### src/rtl/vga_timing_pkg.sv
// Shared 640x480@60 timing constants and vertical-region encodings for the
// VGA sync generator and the counter blocks that feed it.
package vga_timing_pkg;

    localparam int H_ACTIVE = 640;
    localparam int H_FP     = 16;
    localparam int H_SYNC   = 96;
    localparam int H_BP     = 48;
    localparam int H_TOTAL  = H_ACTIVE + H_FP + H_SYNC + H_BP;

    localparam int V_ACTIVE = 480;
    localparam int V_FP     = 10;
    localparam int V_SYNC   = 2;
    localparam int V_BP     = 33;
    localparam int V_TOTAL  = V_ACTIVE + V_FP + V_SYNC + V_BP;

    localparam int FB_SHIFT = 2;

    typedef enum logic [1:0] {
        V_ACT   = 2'd0,
        V_FRONT = 2'd1,
        V_SYNCS = 2'd2,
        V_BACK  = 2'd3
    } v_region_e;

    // Region that legally follows r when V_Count advances normally.
    function automatic v_region_e v_region_succ(input v_region_e r);
        case (r)
            V_ACT:   return V_FRONT;
            V_FRONT: return V_SYNCS;
            V_SYNCS: return V_BACK;
            default: return V_ACT;
        endcase
    endfunction

endpackage

### src/rtl/fb_addr_calc.sv
// Combinational framebuffer address: (V>>SHIFT)*160 + (H>>SHIFT), built from
// shifts and adds so no multiplier is inferred.
module fb_addr_calc #(
    parameter int SHIFT = vga_timing_pkg::FB_SHIFT
) (
    input  logic [15:0] h,
    input  logic [15:0] v,
    output logic [14:0] addr
);

    logic [14:0] row;
    logic [14:0] col;

    assign row  = 15'(v >> SHIFT);
    assign col  = 15'(h >> SHIFT);
    // 160 = 128 + 32
    assign addr = (row << 7) + (row << 5) + col;

endmodule

### src/rtl/vga_sync_gen.sv
// Two-stage VGA timing decode: stage 1 decodes the counters and issues the
// framebuffer read, stage 2 aligns syncs and strobes with the returned pixel.
module vga_sync_gen #(
    parameter int H_ACTIVE = vga_timing_pkg::H_ACTIVE,
    parameter int H_FP     = vga_timing_pkg::H_FP,
    parameter int H_SYNC   = vga_timing_pkg::H_SYNC,
    parameter int H_BP     = vga_timing_pkg::H_BP,
    parameter int V_ACTIVE = vga_timing_pkg::V_ACTIVE,
    parameter int V_FP     = vga_timing_pkg::V_FP,
    parameter int V_SYNC   = vga_timing_pkg::V_SYNC,
    parameter int V_BP     = vga_timing_pkg::V_BP,
    parameter int FB_SHIFT = vga_timing_pkg::FB_SHIFT
) (
    input  logic        clk,
    input  logic        reset,
    input  logic        pixel_en,
    input  logic [15:0] H_Count,
    input  logic [15:0] V_Count,
    input  logic [7:0]  rgb_in,
    output logic [14:0] fb_addr,
    output logic [7:0]  rgb_out,
    output logic        hsync,
    output logic        vsync,
    output logic        video_on,
    output logic        line_start,
    output logic        frame_start,
    output logic        timing_err
);

    localparam logic [15:0] H_LAST   = 16'(H_ACTIVE + H_FP + H_SYNC + H_BP - 1);
    localparam logic [15:0] V_LAST   = 16'(V_ACTIVE + V_FP + V_SYNC + V_BP - 1);
    localparam logic [15:0] H_VIS    = 16'(H_ACTIVE);
    localparam logic [15:0] V_VIS    = 16'(V_ACTIVE);
    localparam logic [15:0] HS_FIRST = 16'(H_ACTIVE + H_FP);
    localparam logic [15:0] HS_LAST  = 16'(H_ACTIVE + H_FP + H_SYNC - 1);
    localparam logic [15:0] VS_FIRST = 16'(V_ACTIVE + V_FP);
    localparam logic [15:0] VS_LAST  = 16'(V_ACTIVE + V_FP + V_SYNC - 1);

    logic h_bad, v_bad, range_err;
    logic act, hs, vs, ls, fs;
    logic [14:0] addr_calc;

    assign h_bad     = H_Count > H_LAST;
    assign v_bad     = V_Count > V_LAST;
    assign range_err = h_bad || v_bad;

    // Out-of-range coordinates are fully blanked rather than partially decoded.
    assign act = !range_err && (H_Count < H_VIS) && (V_Count < V_VIS);
    assign hs  = !range_err && (H_Count >= HS_FIRST) && (H_Count <= HS_LAST);
    assign vs  = !range_err && (V_Count >= VS_FIRST) && (V_Count <= VS_LAST);
    assign ls  = !range_err && (H_Count == 16'd0) && (V_Count < V_VIS);
    assign fs  = (H_Count == 16'd0) && (V_Count == 16'd0);

    fb_addr_calc #(.SHIFT(FB_SHIFT)) u_fb_addr_calc (
        .h    (H_Count),
        .v    (V_Count),
        .addr (addr_calc)
    );

    vga_timing_pkg::v_region_e v_state, v_next, v_region;
    logic jump_err;

    always_comb begin
        if (V_Count < V_VIS)          v_region = vga_timing_pkg::V_ACT;
        else if (V_Count < VS_FIRST)  v_region = vga_timing_pkg::V_FRONT;
        else if (V_Count <= VS_LAST)  v_region = vga_timing_pkg::V_SYNCS;
        else                          v_region = vga_timing_pkg::V_BACK;
    end

    // NOTE: every output of this block gets a default first, so no path can
    // leave one unassigned and infer a latch.
    always_comb begin
        v_next   = v_state;
        jump_err = 1'b0;
        if (!v_bad) begin
            v_next   = v_region;
            jump_err = (v_region != v_state) &&
                       (v_region != vga_timing_pkg::v_region_succ(v_state));
        end
    end

    // NOTE: state uses non-blocking assignments so every register samples
    // the pre-edge values, regardless of process ordering.
    always_ff @(posedge clk) begin
        if (reset)         v_state <= vga_timing_pkg::V_BACK;
        else if (pixel_en) v_state <= v_next;
    end

    logic act_q, hs_q, vs_q, ls_q, fs_q;

    always_ff @(posedge clk) begin
        if (reset) begin
            act_q   <= 1'b0;
            hs_q    <= 1'b0;
            vs_q    <= 1'b0;
            ls_q    <= 1'b0;
            fs_q    <= 1'b0;
            fb_addr <= '0;
        end else if (pixel_en) begin
            act_q <= act;
            hs_q  <= hs;
            vs_q  <= vs;
            ls_q  <= ls;
            fs_q  <= fs;
            // Address holds through blanking so the memory sees no spurious reads.
            if (act) fb_addr <= addr_calc;
        end
    end

    always_ff @(posedge clk) begin
        if (reset) begin
            rgb_out     <= 8'h00;
            hsync       <= 1'b1;
            vsync       <= 1'b1;
            video_on    <= 1'b0;
            line_start  <= 1'b0;
            frame_start <= 1'b0;
        end else if (pixel_en) begin
            rgb_out     <= act_q ? rgb_in : 8'h00;
            hsync       <= ~hs_q;
            vsync       <= ~vs_q;
            video_on    <= act_q;
            line_start  <= ls_q;
            frame_start <= fs_q;
        end
    end

    always_ff @(posedge clk) begin
        if (reset)                                   timing_err <= 1'b0;
        else if (pixel_en && (range_err || jump_err)) timing_err <= 1'b1;
    end

endmodule

### config.mk
export PLATFORM = sky130hd
export DESIGN_NAME = vga_sync_gen
export DESIGN_NICKNAME = d
export VERILOG_FILES = /design/src/rtl/vga_timing_pkg.sv /design/src/rtl/fb_addr_calc.sv /design/src/rtl/vga_sync_gen.sv
export SDC_FILE = /design/constraint.sdc
export NUM_CORES = 1
export LEC_CHECK = 0
export ABC_AREA = 1
export BUFFER_PORTS_ARGS = -buffer_cell sky130_fd_sc_hd__clkbuf_2
export CORE_MARGIN = 8
export CORE_UTILIZATION = 55
export CTS_CLUSTER_DIAMETER = 40
export DETAILED_ROUTE_END_ITERATION = 8
export GPL_ROUTABILITY_DRIVEN = 0
export PLACE_DENSITY = 0.87
export SYNTH_ARGS = -nofsm -noshare
export SYNTH_HDL_FRONTEND = slang
export SYNTH_SLANG_ARGS = --single-unit
### constraint.sdc
create_clock -name clk -period 4.7 [get_ports clk]
set_input_delay 0.235 -clock clk [delete_from_list [all_inputs] [get_ports clk]]
set_output_delay 0.235 -clock clk [all_outputs]
set_load 0.03 [all_outputs]
# Word-level counts from Yosys, hierarchy flattened
# Index checks and enable logic that the tools add are counted.
[op_classes] n_bitwise=3 mux=7 n_eq_ne=4 order_cmp=9 n_addsub=2 reduce_logical=19
[ops] op="$gt 16x10->1 const B" n=2
[ops] op="$logic_not 16->1" n=2
[ops] op="$lt 16x9->1 const B" n=2
[ops] op="$ge 16x10->1 const B" n=1
[ops] op="$ge 16x9->1 const B" n=1
[ops] op="$le 16x10->1 const B" n=1
[ops] op="$le 16x9->1 const B" n=1
[ops] op="$lt 16x10->1 const B" n=1
[ops] op="$add 15x14->15" n=1
[ops] op="$add 15x15->15" n=1
[ops] op="$logic_and 1x1->1" n=11
[ops] op="$mux 8" n=1
[ops] op="$mux 2" n=3
[ops] op="$pmux 2 s3" n=1
[ops] op="$ne 2x2->1" n=2
[ops] op="$reduce_and 2->1" n=2
[ops] op="$not 1->1" n=3
[ops] op="$eq 2x1->1 const B" n=1
[ops] op="$eq 2x2->1 const B" n=1
[ops] op="$logic_not 2->1" n=1
[ops] op="$logic_or 1x1->1" n=2
[ops] op="$mux 1" n=2
[ops] op="$logic_not 1->1" n=1
[totals] in_bits=43 word_cells=58 output_inout_bits=29 reg_bits=36

# Depth between registers and ports, before layout
# Gate-level depths: netlist of run 1.
[depth] ltp_word=9 mapped_depth=14 mapped_depth_nobuf=14

# Cells and area by module
# From an unflattened synthesis of run 1, not the netlist that was laid out.
[hier_totals] cells_unflattened=353 area_unflattened_um2=2431.1
[by_module_without_submodules] module="vga_sync_gen" cells_per_inst=256 instances=1 seq_area_each_um2=720.7 area_each_um2=1786.7
[by_module_without_submodules] module="fb_addr_calc" cells_per_inst=97 instances=1 seq_area_each_um2=0.0 area_each_um2=644.4

# Worst setup path after synthesis of run 1
# Ideal clock, no wire load.
[synth_path] path_type="input port to flip-flop" startpoint="input H_Count[9]" endpoint="register fb_addr[12]" t_arrival_ns=1.980 path_slack_ns=2.650 t_required_ns=4.630 n_path_buf=0 setup_time_ns=0.070 cell_stages=10 cell_sequence="fa_1 -> fa_1 -> nand3_1 -> nand3_1 -> a21oi_1 -> nor2_1 -> nor2_1 -> xnor2_1 -> nand2_1 -> a21oi_1"
[synth_between] elab_chain_len=6 elab_cells_between_ends=8 cone_classes="1 x add/sub; 2 x order compare; 5 x reduce/logical"
[synth_rtl] element="start, declared" line_no="vga_sync_gen.sv:17" source="input logic [15:0] H_Count,"
[synth_rtl] element="$gt 16x10->1" line_no="vga_sync_gen.sv:43" source="assign h_bad = H_Count > H_LAST;"
[synth_rtl] element="$logic_or 1x1->1" line_no="vga_sync_gen.sv:45" source="assign range_err = h_bad || v_bad;"
[synth_rtl] element="$logic_not 1->1" line_no="vga_sync_gen.sv:48" source="assign act = !range_err && (H_Count < H_VIS) && (V_Count < V_VIS);"
[synth_rtl] element="$logic_and 1x1->1 (2 in series)" line_no="vga_sync_gen.sv:48"
[synth_rtl] element="$reduce_and 2->1 (no source line)"
[synth_rtl] element="end signal, assigned" line_no="vga_sync_gen.sv:106" source="if (act) fb_addr <= addr_calc;"
[synth_rtl] element="end, declared" line_no="vga_sync_gen.sv:20" source="output logic [14:0] fb_addr,"
# Several ways; a longest one is shown, not always the timed one.
# A chain may end at the register's enable or synchronous reset.

# Worst setup path after layout of run 1
[layout_path] startpoint="input V_Count[2]" endpoint="register fb_addr[12]"
[layout_between] elab_chain_len=6 elab_cells_between_ends=9 cone_classes="2 x add/sub; 2 x order compare; 5 x reduce/logical"
[layout_rtl] element="start, declared" line_no="vga_sync_gen.sv:18" source="input logic [15:0] V_Count,"
[layout_rtl] element="branches (longest 6 deep; another with $add 15x15->15)"
# Parallel ways; which one is timed is not known.

==> results of run 1 <==
-- final cells by class --
cell class,instances,share of cell area
Inverter,22,0.03112
Multi-Input combinational cell,235,0.5045
Timing Repair Buffer,71,0.1339
Sequential cell,36,0.2716
Clock buffer,7,0.03253
Tap cell,50,0.02357
Clock inverter,1,0.002829
-- cells in the final DEF (no fill, tap or decap), types with 3 or more instances in the layout --
| cell | instances |
|---|---|
| clkbuf_2 | 71 |
| dfxtp_1 | 36 |
| o21ai_0 | 6 |
| xor2_1 | 7 |
| clkbuf_8 | 6 |
| nand4_1 | 4 |
| ha_1 | 12 |
| inv_1 | 21 |
| o211ai_1 | 3 |
| a21oi_1 | 38 |
| nor3_1 | 4 |
| nand2_1 | 81 |
| nor2_1 | 31 |
| nand3_1 | 28 |
| fa_1 | 8 |
| xnor2_1 | 3 |
-- worst paths after layout --
| kind | cells after the start | startpoint | endpoint |
|---|---|---|---|
| worst max register to register | 11 | v_state[0]$_SDFFE_PP1P_ | timing_err$_SDFFE_PP0P_ |
| worst min register to register | 1 | hs_q$_SDFFE_PP0P_ | hsync$_SDFFE_PP1P_ |
| worst min-delay path | 3 | rgb_in[1] | rgb_out[1]$_SDFFE_PP0P_ |
| worst max-delay path | 11 | V_Count[2] | fb_addr[12]$_SDFFE_PP0P_ |
-- routing by layer --
layer  vias to the layer above  share of wire  GRT usage  routed length (um)
li1                       1127              -          -                   -
met1                       993           0.44     0.2047                2441
met2                        82           0.46     0.3024                2562
met3                        15          0.067    0.04853                 373
met4                         0          0.027    0.09259                 152
met5                         -              0          0                   0
-- cells by family (layout without fill, tap and decap cells) --
group | after synthesis | count (layout)
flip-flops | 36 | 36
XOR/XNOR | 10 | 10
AO/OA/AOI/OAI | 50 | 50
AND/OR/NAND/NOR | 155 | 155
buffers and inverters | 32 | 101
adder cells (fa/ha/maj) | 20 | 20
-- per-stage QoR --
| stage | utilization | hold WS [ns] | setup slack [ns] | power, W |
|---|---|---|---|---|
| after floorplan | - | 0.3822 | 2.650 | 0.0004257 |
| after global placement | 0.6541 | 0.4190 | 2.408 | 0.0004739 |
| after detailed placement | 0.6541 | 0.4277 | 2.338 | 0.0004769 |
| after CTS | 0.6781 | 0.1866 | 2.639 | 0.0007033 |
| after global routing | 0.6781 | 0.1928 | 2.448 | 0.0007396 |
| final | 0.6781 | 0.1923 | 2.635 | 0.0007001 |
-- worst max-delay path: cells and delay by family --
kind,cells,cell delay (ns)
xor+xnor,1,0.13
buf+inv,1,0.16
compound gates,2,0.31
fa+ha+maj,2,1.00
simple gates,5,0.43
-- report_power, final --
| group | switching, W | leakage (nW) | internal, W | total [W] |
|---|---|---|---|---|
| registers | 0.00000113 | 0.291 | 0.000307 | 0.000308 |
| logic | 0.0000988 | 0.905 | 0.0000648 | 0.000164 |
| clock network | 0.000109 | 0.0445 | 0.000119 | 0.000228 |
| total | 0.000209 | 1.24 | 0.000491 | 0.000700 |
==> flow_summary.ini, run 1 <==
[route]
first_pass_iters = 4
avgViaCountPerCell = 5.254
ant_nets = 0
drcViolationCount = 0
drt_iter0_drc = 131
wl_per_cell_um = 13.10
wl_um = 5530
vias = 2217

[sta]
max_freq_ghz = 0.4842
finalSetupTns_ns = 0
clock_skew_ns = 0.002775
rsz0062_at_grt = no
slew_viol_final = 0
worst_pin_slew_ns = 0.6887
setup_viol = 0
finalCriticalPeriod_ns = 2.065
hold_violations = 0
max_slew_margin = 0.5409
period_share = 0.4394

[layout]
synthToLayoutAreaGrowth_pct = 20.72
reg_top3 = fb_addr (15), rgb_out (8), v_state (2)
largest_register = fb_addr
antenna_cells = 0
nNetsFinal = 434
multiInputGateArea_um2 = 1339
fin_area_um2 = 2654
largest_register_ffs = 15
fillCellCount = 350
final_cells = 422
layout-drive-gt1-share = 0.2312
seq_area_um2 = 720.7

[logic_synthesis]
synthXorXnorAreaFrac = 0.03984
synth.most_common_cell = nand2_1
synth-simple-area-share = 0.3028
ys_warn_count = 0
netlist_instances = 303
ys_dominant_reg_cell = dfxtp_1
synth_nets = 366
synth_fa_ha_area_frac = 0.1411
synth_top_family_by_area = simple AND/OR/NAND/NOR gates
synth_commonest_cells = nand2_1 (81), a21oi_1 (38), dfxtp_1 (36)
async_flop_share = 0
synth_area_leaders = dfxtp_1 (33%), nand2_1 (14%), a21oi_1 (8.7%)
ys_types = 29
syn_avg_cell_area_um2 = 7.255
synth_top_cell_by_area = dfxtp_1
synth_top_cell_area_share = 0.3278
synth-compound-area-share = 0.1252
synth-seq-cells = 36
netlist_area_um2 = 2198
synth_edf_count = 0
yosysSeqAreaShare = 0.3278
synth_mux_area_frac = 0

[power]
p_leak_nw = 1.241
power_density_nw_per_um2 = 263.8
ir_worst_vdd_v = 0.0001388

[global_route]
grt_pass1_vias = 2199
track_usage = 0.1801
antenna_found_initial = 0
grt_first_pass_wirelength_um = 9321
grt_max_degree = 34
overflow = 0

[place]
portBuffers = 71
dp_hpwl_um = 4404
dp.cells = 414
postPlaceCellArea_um2 = 2560

[critical_path]
cp_data_arrival_time_ns = 2.28
critPathKind = input pin to flip-flop
worstPathRequired_ns = 4.91
ff2ff_setup_slack_ns = 3.31
path_max_fanout = 7
max_stage_delay_ns = 0.53
cp-start-kind = input pin
path_cells = clkbuf_2 -> fa_1 -> fa_1 -> nand3_1 -> nand3_1 -> a21oi_1 -> nor2_1 -> nor2_1 -> xnor2_1 -> nand2_1 -> a21oi_1
endpoint_kind = flip-flop
crit_slowest_cell = fa_1

[floorplanning]
start_util = 0.5617
rows = 23
die_h_um = 79.22
dieArea_um2 = 6276
die_w_um = 79.22
ios = 72
core_area_um2 = 3914

[clock_tree]
clock_latency_ns = 0.28
h-tree-depth = 2
hold_buffers = 0
path_clk_slew_ns = 0.07
cts_made_buffers = 5
clock_sinks = 36
cts_setup_buffers = 0
cts_tree = built
clk_path_buf_depth = 2
cts_resized = 0
root_buffer = clkbuf_8

[status]
outcome = finished, final reports clean

[hold_path]
hold_class = input pin to flip-flop

[flow_run]
drv_cap = 0
Power figures use the tool's default switching activity.
==> inputs of run 2 (changes only) <==
CORE_UTILIZATION = 51   (was 55)
PLACE_DENSITY = 0.81   (was 0.87)
clock period = 2.1 ns   (was 4.7 ns; I/O delays follow)
==> run 2 against run 1 <==
Worst hold slack got worse by 0.12 ns. Register-to-register slack got worse by 2.5 ns. Highest routed layer unchanged. Final area up 1.5%. Via count about the same. Global-route usage shrank 1.2 points. Sequential share of layout area down 0.40 points. Setup slack lost 2.5 ns. Cell count grew 1.7%. Total power increased by 120%. Count of clock-buffer cells in the layout is the same. Die area is 6.2% higher. Critical path depth did not move.
==> flow_summary.ini, run 2 (synthesis gave the netlist of run 1 again) <==
[status]
outcome = finished, final reports clean

[global_route]
grt_pass1_vias = 2100
grt_first_pass_wirelength_um = 8983
antenna_found_initial = 0
grt_max_degree = 34
overflow = 0
track_usage = 0.1683

[sta]
period_share = 0.9127
hold_violations = 0
max_freq_ghz = 0.5217
slew_viol_final = 0
worst_pin_slew_ns = 0.6913
finalCriticalPeriod_ns = 1.917
setup_viol = 0
max_slew_margin = 0.5391
finalSetupTns_ns = 0
hold_slack_ns = 0.07274
clock_skew_ns = 0.002143
rsz0062_at_grt = no

[layout]
synthToLayoutAreaGrowth_pct = 22.54
largest_register = fb_addr
fillCellCount = 411
antenna_cells = 0
layout_common_cells = nand2_1 (81), clkbuf_2 (71), a21oi_1 (38)
multiInputGateArea_um2 = 1339
reg_top3 = fb_addr (15), rgb_out (8), v_state (2)
nNetsFinal = 439
seq_area_um2 = 720.7
layout_commonest_cell = nand2_1
final_cells = 429
layout-drive-gt1-share = 0.2414
fin_area_um2 = 2694
largest_register_ffs = 15

[clock_tree]
clock_latency_ns = 0.28
cts_resized = 0
clock_sinks = 36
cts_setup_buffers = 0
root_buffer = clkbuf_8
hold_buffers = 0
cts_made_buffers = 5
clk_path_buf_depth = 2
cts_tree = built
path_clk_slew_ns = 0.07
h-tree-depth = 2

[floorplanning]
core_area_um2 = 4264
dieArea_um2 = 6668
ios = 72
rows = 24
die_w_um = 81.66
die_h_um = 81.66
start_util = 0.5156

[critical_path]
path_max_fanout = 3
max_stage_delay_ns = 0.54
cp-start-kind = input pin
crit_family = adder cells
crit_slowest_cell = fa_1
path_cells = clkbuf_2 -> fa_1 -> fa_1 -> nand3_1 -> nand3_1 -> a21oi_1 -> nor2_1 -> nor2_1 -> xnor2_1 -> nand2_1 -> a21oi_1
worstPathRequired_ns = 2.29
cp_data_arrival_time_ns = 2.11
critPathKind = input pin to flip-flop
endpoint_kind = flip-flop
critical_path_buf_inv_count = 1

[route]
drcViolationCount = 0
first_pass_iters = 4
wl_um = 5517
drt_iter0_drc = 155
vias = 2219
avgViaCountPerCell = 5.172
wl_per_cell_um = 12.86
ant_nets = 0

[place]
portBuffers = 71
dp.cells = 421
postPlaceCellArea_um2 = 2600
dp_hpwl_um = 4497

[power]
power_density_nw_per_um2 = 582.1
ir_worst_vdd_v = 0.0002418
p_leak_nw = 1.265

[flow_run]
drv_cap = 0

[hold_path]
hold_class = input pin to flip-flop
run 2: changes by cell type in the layout (fill, tap and decap cells not counted), sizes merged:
cell	previous run	this run
buf	0	5
run 2: worst min-delay path, cell delays in order:
cell	delay, ns
clkbuf_2	0.08
nand3_1	0.07
a21oi_1	0.05
run 2: final cells by class:
| type | instances | share of cell area |
|---|---|---|
| Multi-Input combinational cell | 235 | 0.4970 |
| Sequential cell | 36 | 0.2675 |
| Timing Repair Buffer | 76 | 0.1458 |
| Clock buffer | 7 | 0.03205 |
| Inverter | 22 | 0.03065 |
| Tap cell | 52 | 0.02415 |
| Clock inverter | 1 | 0.002787 |
run 2: routing by layer:
layer | GRT usage | routed length (um) | vias to the layer above
li1 | - | - | 1142
met2 | 0.2888 | 2648 | 70
met4 | 0.05965 | 69 | 0
met5 | 0 | 0 | -
met1 | 0.2012 | 2366 | 1003
met3 | 0.03939 | 433 | 4
run 2: final timing paths:
kind	from	end	slack, ns	cells after the start
worst max-delay path	H_Count[9]	fb_addr[12]$_SDFFE_PP0P_	0.18	11
worst min-delay path	rgb_in[7]	rgb_out[7]$_SDFFE_PP0P_	0.07	3
worst max register to register	v_state[0]$_SDFFE_PP1P_	timing_err$_SDFFE_PP0P_	0.77	10
worst min register to register	hs_q$_SDFFE_PP0P_	hsync$_SDFFE_PP1P_	0.44	1
run 2: report_power, final:
part / internal, W / switching, W / leakage, nW
sequential: 0.000688 / 0.00000254 / 0.291
combinational: 0.000154 / 0.000224 / 0.930
clock: 0.000266 / 0.000234 / 0.0445
total: 0.00111 / 0.000460 / 1.27
run 2: stage by stage:
step	power (W)	worst slack [ns]	util
2_1_floorplan	0.0009528	0.1800	-
3_3_place_gp	0.001075	-0.006895	0.6097
3_5_place_dp	0.001081	-0.1025	0.6097
4_1_cts	0.001580	0.1925	0.6317
5_1_grt	0.001663	0.04500	0.6317
6_report	0.001568	0.1833	0.6317
